==> config.mk <==
export PLATFORM = sky130hd
export DESIGN_NAME = traffic_scheduler
export DESIGN_NICKNAME = d
export VERILOG_FILES = /design/src/rtl/traffic_pkg.sv /design/src/rtl/phase_timer.sv /design/src/rtl/traffic_scheduler.sv
export SDC_FILE = /design/constraint.sdc
export NUM_CORES = 1
export LEC_CHECK = 0
export CAP_MARGIN = 20
export CORE_AREA = 3 3 40 42
export DETAILED_ROUTE_END_ITERATION = 10
export DIE_AREA = 0 0 43 45
export PLACE_DENSITY = 0.76
export SETUP_SLACK_MARGIN = 0.05
export SLEW_MARGIN = 20
export SYNTH_ARGS = -nofsm -noshare
export SYNTH_HDL_FRONTEND = slang
export SYNTH_SLANG_ARGS = --single-unit
==> constraint.sdc <==
create_clock -name clk -period 2.4 [get_ports clk]
set_clock_uncertainty 0.2 [all_clocks]
set_input_delay 0.48 -clock clk [delete_from_list [all_inputs] [get_ports clk]]
set_output_delay 0.48 -clock clk [all_outputs]
set_load 0.02 [all_outputs]
==> src/rtl/traffic_pkg.sv <==
// Shared definitions for the intersection light controllers: light codes and phase states.
package traffic_pkg;

    localparam logic [1:0] GREEN  = 2'b00;
    localparam logic [1:0] RED    = 2'b01;
    localparam logic [1:0] YELLOW = 2'b10;

    typedef enum logic [2:0] {
        HG = 3'd0,
        HY = 3'd1,
        CG = 3'd2,
        CY = 3'd3,
        PW = 3'd4
    } phase_e;

endpackage

==> src/rtl/phase_timer.sv <==
// Phase dwell counter: synchronous clear, saturating increment.
module phase_timer #(
    parameter int CNT_W = 4
) (
    input  logic             clk,
    input  logic             rst,
    input  logic             clr,
    output logic [CNT_W-1:0] t
);

    logic [CNT_W-1:0] cnt_q;
    logic [CNT_W-1:0] cnt_d;

    always_comb begin
        cnt_d = cnt_q;
        if (clr) begin
            cnt_d = '0;
        end else if (cnt_q != {CNT_W{1'b1}}) begin
            cnt_d = cnt_q + 1'b1;
        end
    end

    always_ff @(posedge clk) begin
        if (!rst) begin
            cnt_q <= '0;
        end else begin
            cnt_q <= cnt_d;
        end
    end

    assign t = cnt_q;

endmodule

==> src/rtl/traffic_scheduler.sv <==
// Highway/country/pedestrian phase sequencer; light outputs are a decode of the phase register.
module traffic_scheduler
    import traffic_pkg::*;
#(
    parameter int MIN_GREEN   = 4,
    parameter int MAX_GREEN   = 8,
    parameter int YELLOW_TIME = 2,
    parameter int WALK_TIME   = 3,
    parameter int CNT_W       = 4
) (
    input  logic       clk,
    input  logic       rst,
    input  logic       x,
    input  logic       ped_req,
    output logic [1:0] Highway,
    output logic [1:0] Country,
    output logic       walk,
    output logic [2:0] state
);

    localparam logic [CNT_W-1:0] MIN_T  = CNT_W'(MIN_GREEN - 1);
    localparam logic [CNT_W-1:0] MAX_T  = CNT_W'(MAX_GREEN - 1);
    localparam logic [CNT_W-1:0] YEL_T  = CNT_W'(YELLOW_TIME - 1);
    localparam logic [CNT_W-1:0] WALK_T = CNT_W'(WALK_TIME - 1);

    phase_e           state_q, state_d;
    logic             ped_pending_q, ped_pending_d;
    logic             timer_clr;
    logic [CNT_W-1:0] t;

    phase_timer #(.CNT_W(CNT_W)) u_timer (
        .clk (clk),
        .rst (rst),
        .clr (timer_clr),
        .t   (t)
    );

    always_comb begin
        state_d = state_q;
        case (state_q)
            HG: if (t >= MIN_T && (x || ped_pending_q)) state_d = HY;
            HY: if (t == YEL_T) state_d = ped_pending_q ? PW : CG;
            CG: if ((t >= MIN_T && (!x || ped_pending_q)) || t == MAX_T) state_d = CY;
            CY: if (t == YEL_T) state_d = ped_pending_q ? PW : HG;
            PW: if (t == WALK_T) state_d = HG;
            default: state_d = HG;
        endcase
        timer_clr = (state_d != state_q);
        // A press on the same edge that enters the walk phase is kept for the next cycle.
        ped_pending_d = ped_req | (ped_pending_q & ~(state_d == PW && state_q != PW));
    end

    always_ff @(posedge clk) begin
        if (!rst) begin
            state_q       <= HG;
            ped_pending_q <= 1'b0;
        end else begin
            state_q       <= state_d;
            ped_pending_q <= ped_pending_d;
        end
    end

    always_comb begin
        Highway = RED;
        Country = RED;
        walk    = 1'b0;
        case (state_q)
            HG: Highway = GREEN;
            HY: Highway = YELLOW;
            CG: Country = GREEN;
            CY: Country = YELLOW;
            PW: walk    = 1'b1;
            default: ;
        endcase
    end

    assign state = state_q;

endmodule
==> summary.md <==
| Metric | Value |
|---|---|
| CP endpoint kind | `primary output` |
| Root Driver | `clkbuf_4` |
| Period minus WS final | `2200 ps` |
| CP delay by family, top | `buffers and inverters` |
| Post-synthesis sequential area ratio | `31.1%` |
| Vias | `472` |
| Post-Synth Simple-Gate Area | `33.3%` |
| Fillcell total | `125` |
| Critical Path RT | `1720 ps` |
| Total GRT Usage | `13.7%` |
| Mux contribution to synthesized area | `5.83%` |
| Avg WL per Cell | `12.9 um` |
| Largest family of logic cells by synthesized area | `simple AND/OR/NAND/NOR gates` |
| Synthesized flop and latch total | `8` |
| CTS tree | `built` |
| Worst path depth | `3` |
| Die Span Y | `45 um` |
| CP max stage cell | `clkdlybuf4s50_1` |
| CTS sink cnt | `8` |
| CTS buffer count | `3` |
| Crit Path Class | `flop to primary output` |
| Cell variety after synth | `28` |
| Avg Inst Size Synth | `8.18 um2` |
| 1st-pass router iterations | `4` |
| Final Hold Viols | `0` |
| Worst-Margin Slew | `337 ps` |
| Iteration-0 DRC Markers | `2` |
| Crit-path max cell delay | `610 ps` |
| CP arrival | `1520 ps` |
| Clock transition at the registers of the reported paths | `50 ps` |
| DR vias/cell | `5.19` |
| Worst-path maximum fanout | `8` |
| R2R cell count | `5` |
| Final-report max-slew violation count | `0` |
| Synthesis-to-finish area growth | `28.9%` |
| FP Rows | `13` |
| Final RePlAce weighted congestion | `0.777` |
| Status | `finished, final reports clean` |
| Syn_nets | `70` |
| Cells after Synth | `63` |
| Die Wd | `43 um` |
| Netlist Area Pre-Place | `515 um2` |
| H-Tree Depth | `1` |
| XOR/XNOR Fraction of Synth Area | `1.70%` |
| Unrepaired setup endpoints after global routing | `false` |
| Compound-Gate Fraction of Synth Area | `17.2%` |
| Pleak | `0.302 nW` |
| DRC violations left | `0` |
| Max-cap check violation count | `0` |
| Crit share post-route | `91.6%` |
| Place WS | `247 ps` |
| Vias in the first global route | `427` |
| Type of origin of the critical path | `flop` |
| Final ANT Viol Nets | `0` |
| First-pass GRT wire length | `1970 um` |
| # port buffers | `11` |
| Congestion Overflow GR | `0` |
| YS warnings | `0` |
| Relative slew slack | `77.5%` |
| Initial antenna violation count | `0` |
| Fmax | `0.455 GHz` |
| Post-synthesis adder-cell area fraction | `7.28%` |
| # Post-CTS Setup Buffers | `0` |
| Post-Route WL | `1170 um` |
| Cells along the critical path | `nand2b_1 -> nor2_1 -> clkdlybuf4s50_1` |
| Worst VDD drop | `0.368 mV` |
| Hold WC Path Type | `flop to flop` |
| PwrDens | `772 mW/mm2` |
| Core Region | `0.00128 mm2` |
| Final net count | `85` |
| Buf+Inv Stages, Crit Path | `1` |
| IO Pins | `12` |
| Final Setup Violations | `0` |
| Hold path cells | `1` |
| DP HPWL | `851 um` |
| Share of cells above drive strength 1 | `6.58%` |
| Final WS setup | `202 ps` |
| Initial Util | `40.1%` |
| Largest net degree at the start of global routing | `9` |
| Die ar. | `0.00194 mm2` |
| Setup TNS Final | `0 ps` |
| Skew-Pair Late Insertion Delay | `250 ps` |
| Clock Tree Buf Depth | `2` |
| Diode count | `0` |
## per-stage QoR
stage                     hold WS (ps)  total power, mW  std cells  instance area [um2]  util [%]
after global placement             322            0.403         88                  641      49.9
after CTS                          346            0.520         91                  662      51.5
after detailed placement           333            0.413         88                  641      49.9
after global routing               410            0.552         91                  664      51.7
final                              358            0.513         91                  664      51.7
after floorplan                    325            0.344         63                  515         -
## final timing paths
path,startpoint,endpoint,slack [ps]
max,state[2]$_SDFF_PN0_,Country[1],200
min,state[2]$_SDFF_PN0_,state[1]$_SDFF_PN0_,360
max reg2reg,u_timer.t[0]$_SDFFE_PP0P_,u_timer.t[0]$_SDFFE_PP0P_,620
min reg2reg,state[2]$_SDFF_PN0_,state[1]$_SDFF_PN0_,360
## flip-flops by register name, indices dropped and copies added (netlist names)
name	count
u_timer.t	4
state	3
ped_pending_q	1
## layer usage
metal | part of all wire [%] | GRT usage [%] | vias to the layer above
met5 | 0 | 0 | -
met4 | 0.51 | 1.81 | 0
met3 | 5.4 | 6.37 | 2
met2 | 48 | 21.9 | 12
met1 | 46 | 17.5 | 212
li1 | - | - | 246
## worst reg2reg max path, cell delays in order (launching register included)
cell,delay (ps)
dfxtp_1,360
ha_1,280
or2_1,220
a21oi_1,220
o211ai_2,170
a211oi_1,250
## final cells by class
| type | instances | area, um2 | area share (%) |
|---|---|---|---|
| well taps | 15 | 18.8 | 2.82 |
| flip-flops and latches | 8 | 160 | 24.1 |
| clock buffers | 3 | 22.5 | 3.39 |
| multi-input cells | 50 | 337 | 50.7 |
| inverters | 4 | 15.0 | 2.26 |
| repair buffers | 11 | 111 | 16.8 |
## placed cells by master, fill, tap and decap left out
| master | n |
|---|---|
| o211ai_2 | 1 |
| or2_1 | 2 |
| dlygate4sd2_1 | 1 |
| o21ai_0 | 1 |
| dlymetal6s2s_1 | 1 |
| clkdlybuf4s50_1 | 9 |
| or3_1 | 1 |
| nor2_1 | 4 |
| ha_1 | 3 |
| a21boi_0 | 1 |
| nand2_1 | 5 |
| nor3_1 | 2 |
| dfxtp_1 | 8 |
| o211ai_1 | 1 |
| nor3b_1 | 2 |
| nor2b_1 | 3 |
| nor3b_2 | 1 |
| a21oi_1 | 3 |
| nand2b_1 | 4 |
| and2b_1 | 1 |
| mux2i_1 | 3 |
| a211oi_1 | 3 |
| inv_1 | 4 |
| o21ai_1 | 1 |
| o21bai_1 | 1 |
| nand3_1 | 3 |
| a31oi_1 | 1 |
| xnor2_1 | 1 |
| and3_1 | 1 |
| or3b_1 | 1 |
| clkbuf_4 | 3 |
## synth_stat cells
cell type | count | area, um2
or3b_1 | 1 | 8.76
inv_1 | 4 | 15.0
dfxtp_1 | 8 | 160
or3_1 | 1 | 6.26
o211ai_2 | 1 | 12.5
mux2i_1 | 3 | 30.0
o21ai_1 | 1 | 5.00
or2_1 | 2 | 12.5
a211oi_1 | 3 | 22.5
nand2_1 | 5 | 18.8
nor2_1 | 4 | 15.0
a31oi_1 | 1 | 6.26
nor3b_1 | 2 | 15.0
o21ai_0 | 1 | 5.00
nor3b_2 | 1 | 12.5
and3_1 | 1 | 6.26
o21bai_1 | 1 | 7.51
nor3_1 | 2 | 10.0
xnor2_1 | 1 | 8.76
clkbuf_1 | 1 | 3.75
ha_1 | 3 | 37.5
a21boi_0 | 1 | 7.51
nor2b_1 | 3 | 18.8
nand2b_1 | 4 | 25.0
a21oi_1 | 3 | 15.0
o211ai_1 | 1 | 7.51
nand3_1 | 3 | 15.0
and2b_1 | 1 | 7.51
## cell families after synthesis
family	Yosys count
compound gates	13
buf+inv	5
fa+ha+maj	3
xor+xnor	1
flops	8
mux	3
simple gates	30
## where the power goes
group | switching [mW] | total (mW) | leakage [nW] | internal [mW]
Sequential | 0.0382 | 0.197 | 0.0654 | 0.159
Combinational | 0.113 | 0.212 | 0.223 | 0.0991
Clock | 0.0463 | 0.104 | 0.0138 | 0.0573
## what timing repair did
action,in CTS,in global routing
pin swaps,0,0
gates resized for setup,1,1
hold buffers,0,0
cloned,0,0
setup endpoints to repair,1,1
Note: power is estimated with default switching activity, not from simulation.
